### config.mk
export PLATFORM = sky130hd
export DESIGN_NAME = kon2_io_mapper
export DESIGN_NICKNAME = d
export VERILOG_FILES = /design/src/rtl/kon2_io_mapper.sv
export SDC_FILE = /design/constraint.sdc
export NUM_CORES = 1
export LEC_CHECK = 0
export ABC_AREA = 1
export BUFFER_PORTS_ARGS = -buffer_cell sky130_fd_sc_hd__clkbuf_2
export CORE_UTILIZATION = 49
export CTS_CLUSTER_DIAMETER = 60
export DETAILED_ROUTE_END_ITERATION = 12
export GPL_TIMING_DRIVEN = 0
export PLACE_DENSITY = 0.74
export SKIP_CTS_REPAIR_TIMING = 1
export SYNTH_ARGS = -nofsm -noshare
export SYNTH_HDL_FRONTEND = slang
export SYNTH_SLANG_ARGS = --single-unit
export TNS_END_PERCENT = 100
### constraint.sdc
create_clock -name CLK -period 2.4 [get_ports CLK]
set_clock_uncertainty 0.2 [all_clocks]
set_input_delay 0.36 -clock CLK [delete_from_list [all_inputs] [get_ports CLK]]
set_output_delay 0.36 -clock CLK [all_outputs]
set_load 0.02 [all_outputs]
### src/rtl/kon2_io_mapper.sv
// Konami-2 bus I/O mapper.
// Decodes an 8-byte window behind BASE_ADDR, inserts WAIT_STATES extra cycles,
// then acknowledges with DTAC. Writes go to six output registers; reads return
// a register byte or one of the two input ports.
module kon2_io_mapper #(
  parameter logic [15:0] BASE_ADDR   = 16'h5F80,
  parameter int unsigned WAIT_STATES = 2
) (
  input  logic        CLK,
  input  logic        RES,
  input  logic [15:0] ADDR,
  input  logic        AS,
  input  logic        RWn,
  input  logic [7:0]  DB_IN,
  output logic [7:0]  DB_OUT,
  output logic        DB_OE,
  output logic        DTAC,
  input  logic [7:0]  IN_A,
  input  logic [7:0]  IN_B,
  output logic [47:0] REG_Q,
  output logic        WR_STB,
  output logic [2:0]  WR_IDX
);

  localparam logic [3:0] WS_CNT = 4'(WAIT_STATES);

  typedef enum logic [1:0] {
    S_IDLE = 2'd0,
    S_WAIT = 2'd1,
    S_ACK  = 2'd2
  } state_t;

  state_t      state_q, state_d;
  logic        as_q;
  logic [2:0]  idx_q, idx_d;
  logic        rd_q, rd_d;
  logic [7:0]  wdata_q, wdata_d;
  logic [3:0]  cnt_q, cnt_d;
  logic        dtac_q, dtac_d;
  logic        oe_q, oe_d;
  logic [7:0]  dout_q, dout_d;
  logic [47:0] reg_q, reg_d;
  logic        stb_q, stb_d;
  logic [2:0]  wr_idx_q, wr_idx_d;

  logic        cycle_start;
  logic        win_hit;
  logic [7:0]  rd_mux;

  // A cycle starts only on a falling AS; a held-low AS never restarts.
  assign cycle_start = ~AS & as_q;
  assign win_hit     = (ADDR[15:3] == BASE_ADDR[15:3]);

  assign DB_OUT = dout_q;
  assign DB_OE  = oe_q;
  assign DTAC   = dtac_q;
  assign REG_Q  = reg_q;
  assign WR_STB = stb_q;
  assign WR_IDX = wr_idx_q;

  // Read data source for the latched index; ports are sampled when ACK is entered.
  always_comb begin
    rd_mux = reg_q[{idx_q, 3'b000} +: 8];
    case (idx_q)
      3'd6:    rd_mux = IN_A;
      3'd7:    rd_mux = IN_B;
      default: rd_mux = reg_q[{idx_q, 3'b000} +: 8];
    endcase
  end

  // Next-state and output logic of the access sequencer.
  always_comb begin
    state_d  = state_q;
    idx_d    = idx_q;
    rd_d     = rd_q;
    wdata_d  = wdata_q;
    cnt_d    = cnt_q;
    dtac_d   = dtac_q;
    oe_d     = oe_q;
    dout_d   = dout_q;
    reg_d    = reg_q;
    stb_d    = 1'b0;
    wr_idx_d = wr_idx_q;

    case (state_q)
      S_IDLE: begin
        if (cycle_start && win_hit) begin
          // Address, direction and write data are frozen here for the whole access.
          idx_d   = ADDR[2:0];
          rd_d    = RWn;
          wdata_d = DB_IN;
          cnt_d   = WS_CNT;
          state_d = S_WAIT;
        end
      end

      S_WAIT: begin
        if (AS) begin
          // CPU gave up the cycle before acknowledge: drop it silently.
          state_d = S_IDLE;
        end else if (cnt_q == 4'd0) begin
          state_d = S_ACK;
          dtac_d  = 1'b0;
          if (rd_q) begin
            dout_d = rd_mux;
            oe_d   = 1'b1;
          end else if (idx_q <= 3'd5) begin
            reg_d[{idx_q, 3'b000} +: 8] = wdata_q;
            stb_d    = 1'b1;
            wr_idx_d = idx_q;
          end
          // Writes to the input-port indices are acknowledged but discarded.
        end else begin
          cnt_d = cnt_q - 4'd1;
        end
      end

      S_ACK: begin
        if (AS) begin
          state_d = S_IDLE;
          dtac_d  = 1'b1;
          oe_d    = 1'b0;
        end
      end

      default: begin
        state_d = S_IDLE;
        dtac_d  = 1'b1;
        oe_d    = 1'b0;
      end
    endcase
  end

  // State and output registers; reset aborts any access in flight.
  always_ff @(posedge CLK or posedge RES) begin
    if (RES) begin
      state_q  <= S_IDLE;
      as_q     <= 1'b1;
      idx_q    <= 3'd0;
      rd_q     <= 1'b0;
      wdata_q  <= 8'h00;
      cnt_q    <= 4'd0;
      dtac_q   <= 1'b1;
      oe_q     <= 1'b0;
      dout_q   <= 8'h00;
      reg_q    <= 48'h0;
      stb_q    <= 1'b0;
      wr_idx_q <= 3'd0;
    end else begin
      state_q  <= state_d;
      as_q     <= AS;
      idx_q    <= idx_d;
      rd_q     <= rd_d;
      wdata_q  <= wdata_d;
      cnt_q    <= cnt_d;
      dtac_q   <= dtac_d;
      oe_q     <= oe_d;
      dout_q   <= dout_d;
      reg_q    <= reg_d;
      stb_q    <= stb_d;
      wr_idx_q <= wr_idx_d;
    end
  end

endmodule

==> impl_summary.log, run 1 <==
INFO  metric synth_area = around 4600 um^2
INFO  metric yosysWarnings = 0
INFO  metric critPathMaxFanout = 11
INFO  metric final_cell_mix = 154 x sky130_fd_sc_hd__nand2_1, 110 x sky130_fd_sc_hd__clkbuf_2, 77 x sky130_fd_sc_hd__dfrtp_1
INFO  metric floorplan.die.width = around 99 um
INFO  metric clkSinkCount = 81
INFO  metric synth.lib_cells_used.distinct = 30
INFO  metric critPathLaunch = idx_q[0]$_DFFE_PP0P_
INFO  metric wire_length_of_the_first_global_routing_pass = roughly 20000 um
INFO  metric synth-seq-cells = between 80 and 90
INFO  metric grt_overflow = 0
INFO  metric core_area = 8890 um^2
INFO  metric timing.final.hold_violations = 38
INFO  metric first_global_vias = slightly below 4000
INFO  metric post-place-cells = 790
INFO  metric postRouteWirelength = 12700 um
INFO  metric average_cell_area_after_synthesis = 7.94 um^2
INFO  metric cts_max_path_buffers = 2
INFO  metric grt_use_total = between 20% and 30%
INFO  metric largest_net_degree_at_the_start_of_global_routing = between 40 and 50
INFO  metric setup.reg_to_reg.worst_slack = between 90 and 100 ps
INFO  metric placement.setup.worst_slack = -494 ps
INFO  metric top_area_cell_type_share_of_the_netlist_area = 43.2%
INFO  metric synthTopCellsByArea = sky130_fd_sc_hd__dfrtp_1 43%, sky130_fd_sc_hd__nand2_1 13%, sky130_fd_sc_hd__o21ai_2 7.5%
INFO  metric worst_slew_pin_slew = ~850 ps
INFO  metric comb_power_share = 3.4%
INFO  metric firstDrtPassIters = 5
INFO  metric power.share.switching = 23.8%
INFO  metric clockPowerShare = ~43%
INFO  metric mostFrequentLayoutCell = sky130_fd_sc_hd__nand2_1
INFO  metric worstSetupPathType = reg2reg
INFO  metric numPortBuffers = between 100 and 150
INFO  metric slew_viol_final = 0
INFO  metric maxCapViolCount = 0
INFO  metric synth_largest_area_cell = sky130_fd_sc_hd__dfrtp_1
INFO  metric holdCritPathClass = in2async
INFO  metric boundaryPins = approximately 110
INFO  metric fin_area = approximately 5600 um^2
INFO  metric endpoint_of_the_most_critical_register_to_register_path = REG_Q[8]$_DFFE_PP0P_
INFO  metric internal_power = 0.00193 W
INFO  metric cts_max_level = 3
INFO  metric route.vias.total = approximately 4300
INFO  metric die_h = 98.6 um
INFO  metric grt_setup_unrepaired = no
INFO  metric finalSetupViolCount = 0
INFO  metric path_clk_slew = 90 ps
INFO  metric row_cnt = 34
INFO  metric final_critical_path_setup_slack = roughly 100 ps
INFO  metric irDropWorstVdd = 0.251 mV
INFO  metric cts_made_buffers = 9
INFO  metric floorplan.die_area = 9730 um^2
INFO  metric layout.nets = 753
INFO  metric synth_nets = 628
INFO  metric drive_gt1_share = 33.3%
INFO  metric r2r-start = idx_q[0]$_DFFE_PP0P_
INFO  metric syn_to_final_growth = 22.8%
INFO  metric post-route-period-util = 95.9%
INFO  metric cts_tree = built
INFO  metric power-per-cell-area = 450 nW/um^2
INFO  metric synth_cells = 576
INFO  metric critical_path_required = around 2500 ps
INFO  metric gpl.final_weighted_congestion = approximately 0.95
INFO  metric violations = negative hold slack
INFO  metric initial_utilization = around half
INFO  metric remaining_drc_errors = 0
INFO  metric finalCriticalPeriod = 2300 ps
INFO  metric critPathCapture = REG_Q[8]$_DFFE_PP0P_
INFO  metric relSlewSlack = between 40% and 50%
INFO  metric cts-root-buf = sky130_fd_sc_hd__clkbuf_8
INFO  metric final_cells = 814
INFO  metric detailed_place.area = 5260 um^2
INFO  metric synth_seq_area_share = about 44%
INFO  metric hpwlAfterDp = roughly 9600 um
INFO  metric drt-initial-drc-count = approximately 270
INFO  metric detail_route.vias_per_cell = 5.28
INFO  metric max_freq = 434 MHz
INFO  metric grt_antenna_before_repair = 0
INFO  metric p_sw = between 0.0006 and 0.0007 W
INFO  metric worst_r2r_path_depth = 11
INFO  metric worstSkewPairLatency = 370 ps
INFO  metric timing.critical_path.to_type = flip-flop
INFO  metric num_antenna_cells = 0
INFO  metric wire_per_inst = 15.6 um
INFO  metric outcome = complete, but fails checks
INFO  metric start_kind = flip-flop
INFO  metric hold_slack = -59.9 ps
INFO  metric layout.core_utilization = 63.2%
INFO  metric leakage = 2.93 nW
INFO  metric critPathArrivalTime = 2360 ps
INFO  metric final_antenna_violating_net_count = 0
INFO  metric seq_power_share = 54.1%
layout make-up:
| cell class | instances | area, um^2 |
|---|---|---|
| flip-flops and latches | 81 | 2030 |
| inverters | 73 | 284 |
| fillers | 793 | 3270 |
| clock buffers | 10 | 138 |
| well taps | 108 | 135 |
| plain buffers | 27 | 180 |
| multi-input cells | 394 | 2160 |
| clock inverters | 6 | 75.1 |
| repair buffers | 115 | 616 |
how the worst min path moves through the flow:
stage,to,slack [ps],cells after the start
final,REG_Q[3]$_DFFE_PP0P_,-60,2
after global placement,WR_IDX[1]$_DFFE_PP0P_,270,2
after CTS,as_q$_DFF_PP1_,-70,1
after global routing,REG_Q[9]$_DFFE_PP0P_,20,2
after floorplan,as_q$_DFF_PP1_,160,0
after detailed placement,DTAC$_DFFE_PP1P_,280,2
power by group through the flow:
stage	clock network, W	logic (W)	registers, W
floorplan	0	0.0000322	0.00140
global placement	0	0.0000779	0.00140
detailed placement	0	0.0000853	0.00140
CTS	0.00109	0.0000854	0.00137
global route	0.00115	0.0000980	0.00137
finish	0.00107	0.0000847	0.00137
sequential cells by signal, indices dropped and copies added, names as in the netlist:
name,count
REG_Q,48
DB_OUT,8
WR_IDX,3
WR_STB,1
DTAC,1
idx_q,3
DB_OE,1
rd_q,1
as_q,1
wdata_q,8
cnt_q,4
state_q,2
per-layer routing:
layer  global-route usage (%)  part of all wire (%)  vias up
li1                         -                     -     2119
met1                     38.9                    45     2011
met2                     42.9                    48      153
met3                     4.26                   5.6       14
met4                     8.96                   1.2        0
met5                        0                     0        -
cell families after synthesis:
group           Yosys count  synth area share (%)
compound gates           75                  11.8
xor+xnor                  2                 0.383
fa+ha+maj                 8                  2.19
buf+inv                 101                  9.57
flops                    81                  44.4
simple gates            309                  31.6
metrics by stage:
stage / power, W / setup TNS (ps)
finish: 0.00253 / 0
global route: 0.00261 / 0
CTS: 0.00254 / -17530
detailed placement: 0.00148 / -15930
global placement: 0.00147 / -13680
floorplan: 0.00143 / 0
synthesized netlist by cell type:
master / number
sky130_fd_sc_hd__a21oi_1: 9
sky130_fd_sc_hd__buf_2: 5
sky130_fd_sc_hd__buf_6: 7
sky130_fd_sc_hd__clkbuf_1: 16
sky130_fd_sc_hd__clkinv_1: 2
sky130_fd_sc_hd__dfrtp_1: 79
sky130_fd_sc_hd__dfstp_2: 2
sky130_fd_sc_hd__ha_1: 8
sky130_fd_sc_hd__inv_1: 67
sky130_fd_sc_hd__inv_2: 4
sky130_fd_sc_hd__nand2_1: 154
sky130_fd_sc_hd__nand2_2: 7
sky130_fd_sc_hd__nand2_4: 5
sky130_fd_sc_hd__nand3_1: 53
sky130_fd_sc_hd__nand3_2: 1
sky130_fd_sc_hd__nand3b_1: 1
sky130_fd_sc_hd__nand4_1: 32
sky130_fd_sc_hd__nor2_1: 33
sky130_fd_sc_hd__nor2_2: 3
sky130_fd_sc_hd__nor2_4: 1
sky130_fd_sc_hd__nor2_8: 1
sky130_fd_sc_hd__nor3_1: 8
sky130_fd_sc_hd__nor3_2: 1
sky130_fd_sc_hd__nor4_2: 1
sky130_fd_sc_hd__o211ai_1: 8
sky130_fd_sc_hd__o21ai_0: 17
sky130_fd_sc_hd__o21ai_1: 2
sky130_fd_sc_hd__o21ai_2: 39
sky130_fd_sc_hd__or2_2: 8
sky130_fd_sc_hd__xnor2_1: 2
worst max-delay path, stage by stage, from the launching register on:
cell,delay [ps]
sky130_fd_sc_hd__dfrtp_2,430
sky130_fd_sc_hd__inv_4,90
sky130_fd_sc_hd__buf_6,150
sky130_fd_sc_hd__ha_2,210
sky130_fd_sc_hd__ha_2,260
sky130_fd_sc_hd__nor2_4,190
sky130_fd_sc_hd__nand2_1,120
sky130_fd_sc_hd__nor2_2,150
sky130_fd_sc_hd__nand2_4,100
sky130_fd_sc_hd__buf_6,180
sky130_fd_sc_hd__nand2_2,60
sky130_fd_sc_hd__o21ai_2,50
(Power assumes the default switching activity.)
==> run 2, diff against run 1 <==
--- a/config.mk
+++ b/config.mk
@@ -7,6 +7,7 @@
 export LEC_CHECK = 0
 export ABC_AREA = 1
 export BUFFER_PORTS_ARGS = -buffer_cell sky130_fd_sc_hd__clkbuf_2
+export CORE_MARGIN = 5
 export CORE_UTILIZATION = 49
 export CTS_CLUSTER_DIAMETER = 60
 export DETAILED_ROUTE_END_ITERATION = 12
==> impl_summary.log, run 2 (synthesis gave the netlist of run 1 again) <==
INFO  metric irDropWorstVdd = 0.235 mV
INFO  metric firstDrtPassIters = 5
INFO  metric slew_viol_final = 0
INFO  metric cts_max_level = 3
INFO  metric gpl.final_weighted_congestion = 0.962
INFO  metric final.fill_count = 834
INFO  metric worstSetupPathType = reg2reg
INFO  metric leakage = 2.92 nW
INFO  metric critPathMaxFanout = 11
INFO  metric grt_antenna_before_repair = 0
INFO  metric drive_gt1_share = 32.7%
INFO  metric detail_route.vias_per_cell = 5.43
INFO  metric grt_overflow = 0
INFO  metric global_route.usage.met3 = under 10%
INFO  metric final_critical_path_setup_slack = 59.9 ps
INFO  metric cts_tree = built
INFO  metric cts_made_buffers = 9
INFO  metric finalSetupViolCount = 0
INFO  metric grt_use_total = 23.8%
INFO  metric num_antenna_cells = 0
INFO  metric critical_path_required = 2450 ps
INFO  metric floorplan.die_area = 11400 um^2
INFO  metric detailed_place.area = 5290 um^2
INFO  metric cts-root-buf = sky130_fd_sc_hd__clkbuf_8
INFO  metric largest_net_degree_at_the_start_of_global_routing = 38
INFO  metric global_route_met2_utilization = between 30% and 40%
INFO  metric hpwlAfterDp = ~10000 um
INFO  metric final_antenna_violating_net_count = 0
INFO  metric first_global_vias = 4256
INFO  metric setup_tns = 0 ps
INFO  metric relSlewSlack = 64.1%
INFO  metric remaining_drc_errors = 0
INFO  metric outcome = finished, final reports clean
INFO  metric timing.final.hold_violations = 0
INFO  metric post-layout-total-power = 0.00250 W
INFO  metric hold_slack = ~28 ps
INFO  metric initial_utilization = 50.0%
INFO  metric wire_per_inst = ~16 um
INFO  metric boundaryPins = around 110
INFO  metric placement.setup.worst_slack = -474 ps
INFO  metric grt_setup_unrepaired = yes
INFO  metric worst_slew_pin_slew = 537 ps
INFO  metric register_area = 2030 um^2
INFO  metric holdCritPathClass = in2reg
INFO  metric grt_busiest_layer = met2
INFO  metric route.vias.total = around 4400
INFO  metric mostFrequentLayoutCell = sky130_fd_sc_hd__nand2_1
INFO  metric worstSkewPairLatency = about 360 ps
INFO  metric footprint_of_the_multi_input_gates = 2150 um^2
INFO  metric die_h = 107 um
INFO  metric maxCapViolCount = 0
INFO  metric fin_area = approximately 5600 um^2
INFO  metric max_freq = 427 MHz
INFO  metric critPathArrivalTime = 2390 ps
INFO  metric row_cnt = 35
INFO  metric numPortBuffers = 105
INFO  metric syn_to_final_growth = 22.8%
INFO  metric drt-initial-drc-count = 286
INFO  metric power-per-cell-area = between 400 and 500 nW/um^2
INFO  metric max_ffs_per_register = 48
INFO  metric timing.critical_path.to_type = flip-flop
INFO  metric post-route-period-util = between 90% and 100%
INFO  metric wire_length_of_the_first_global_routing_pass = about 21000 um
INFO  metric cts_max_path_buffers = 2
INFO  metric start_kind = flip-flop
INFO  metric path_clk_slew = 90 ps
INFO  metric postRouteWirelength = 13300 um
INFO  metric floorplan.die.width = 107 um
INFO  metric global_route.usage.met1 = 33.0%
INFO  metric finalCriticalPeriod = around 2300 ps
INFO  metric final_cell_mix = 154 x sky130_fd_sc_hd__nand2_1, 108 x sky130_fd_sc_hd__clkbuf_2, 77 x sky130_fd_sc_hd__dfrtp_1
INFO  metric core_area = 9150 um^2
INFO  metric layout.nets = between 700 and 800
INFO  metric clkSinkCount = 81
==> run 2: cell count changes in the layout (fill, tap and decap cells not counted), moves of 2 or more <==
cell	before	now
sky130_fd_sc_hd__clkbuf_2	110	108
sky130_fd_sc_hd__clkinv_4	2	0
sky130_fd_sc_hd__buf_4	8	6
sky130_fd_sc_hd__clkbuf_1	8	10
sky130_fd_sc_hd__clkinvlp_4	3	5
==> run 2: layout make-up <==
type	instances	share of cell area (%)
multi-input cells	394	38.3
flip-flops and latches	81	36.2
repair buffers	115	11.2
inverters	73	5.10
plain buffers	27	3.12
well taps	111	2.47
clock buffers	10	2.45
clock inverters	6	1.18
==> run 2: stage by stage <==
step	cells	utilization, %
6_report	817	61.4
3_5_place_dp	794	57.7
5_1_grt	817	61.4
4_1_cts	810	60.0
2_1_floorplan	576	-
3_3_place_gp	792	57.3
==> run 2: where the power goes <==
group	total (W)	internal [W]	switching, W
registers	0.00137	0.00137	0.00000122
logic	0.0000905	0.0000396	0.0000509
clock network	0.00105	0.000511	0.000535
==> run 2: worst max-delay path: stages (launching register included) <==
cell                      delay [ps]
sky130_fd_sc_hd__dfrtp_2         440
sky130_fd_sc_hd__inv_6            80
sky130_fd_sc_hd__buf_6           150
sky130_fd_sc_hd__ha_1            250
sky130_fd_sc_hd__ha_2            260
sky130_fd_sc_hd__nor2_4          170
sky130_fd_sc_hd__nand2_1         120
sky130_fd_sc_hd__nor2_2          160
sky130_fd_sc_hd__nand2_4         100
sky130_fd_sc_hd__buf_6           180
sky130_fd_sc_hd__nand2_2          60
sky130_fd_sc_hd__o21ai_2          50
==> run 2: routing by layer <==
metal	routed length (um)	part of all wire [%]
met5	0	0
met4	293	2.2
met3	864	6.5
met2	6440	48
met1	5720	43
==> run 2: final timing paths <==
path	from	to	depth (start not counted)	slack, ps
setup reg to reg	idx_q[0]$_DFFE_PP0P_	REG_Q[9]$_DFFE_PP0P_	11	60
hold reg to reg	DTAC$_DFFE_PP1P_	DTAC$_DFFE_PP1P_	2	290
hold / removal	DB_IN[6]	wdata_q[6]$_DFFE_PP0P_	3	30
max in group asynchronous	RES	DTAC$_DFFE_PP1P_	4	1130
setup / recovery	idx_q[0]$_DFFE_PP0P_	REG_Q[9]$_DFFE_PP0P_	11	60
min in group asynchronous	RES	cnt_q[3]$_DFFE_PP0P_	3	320
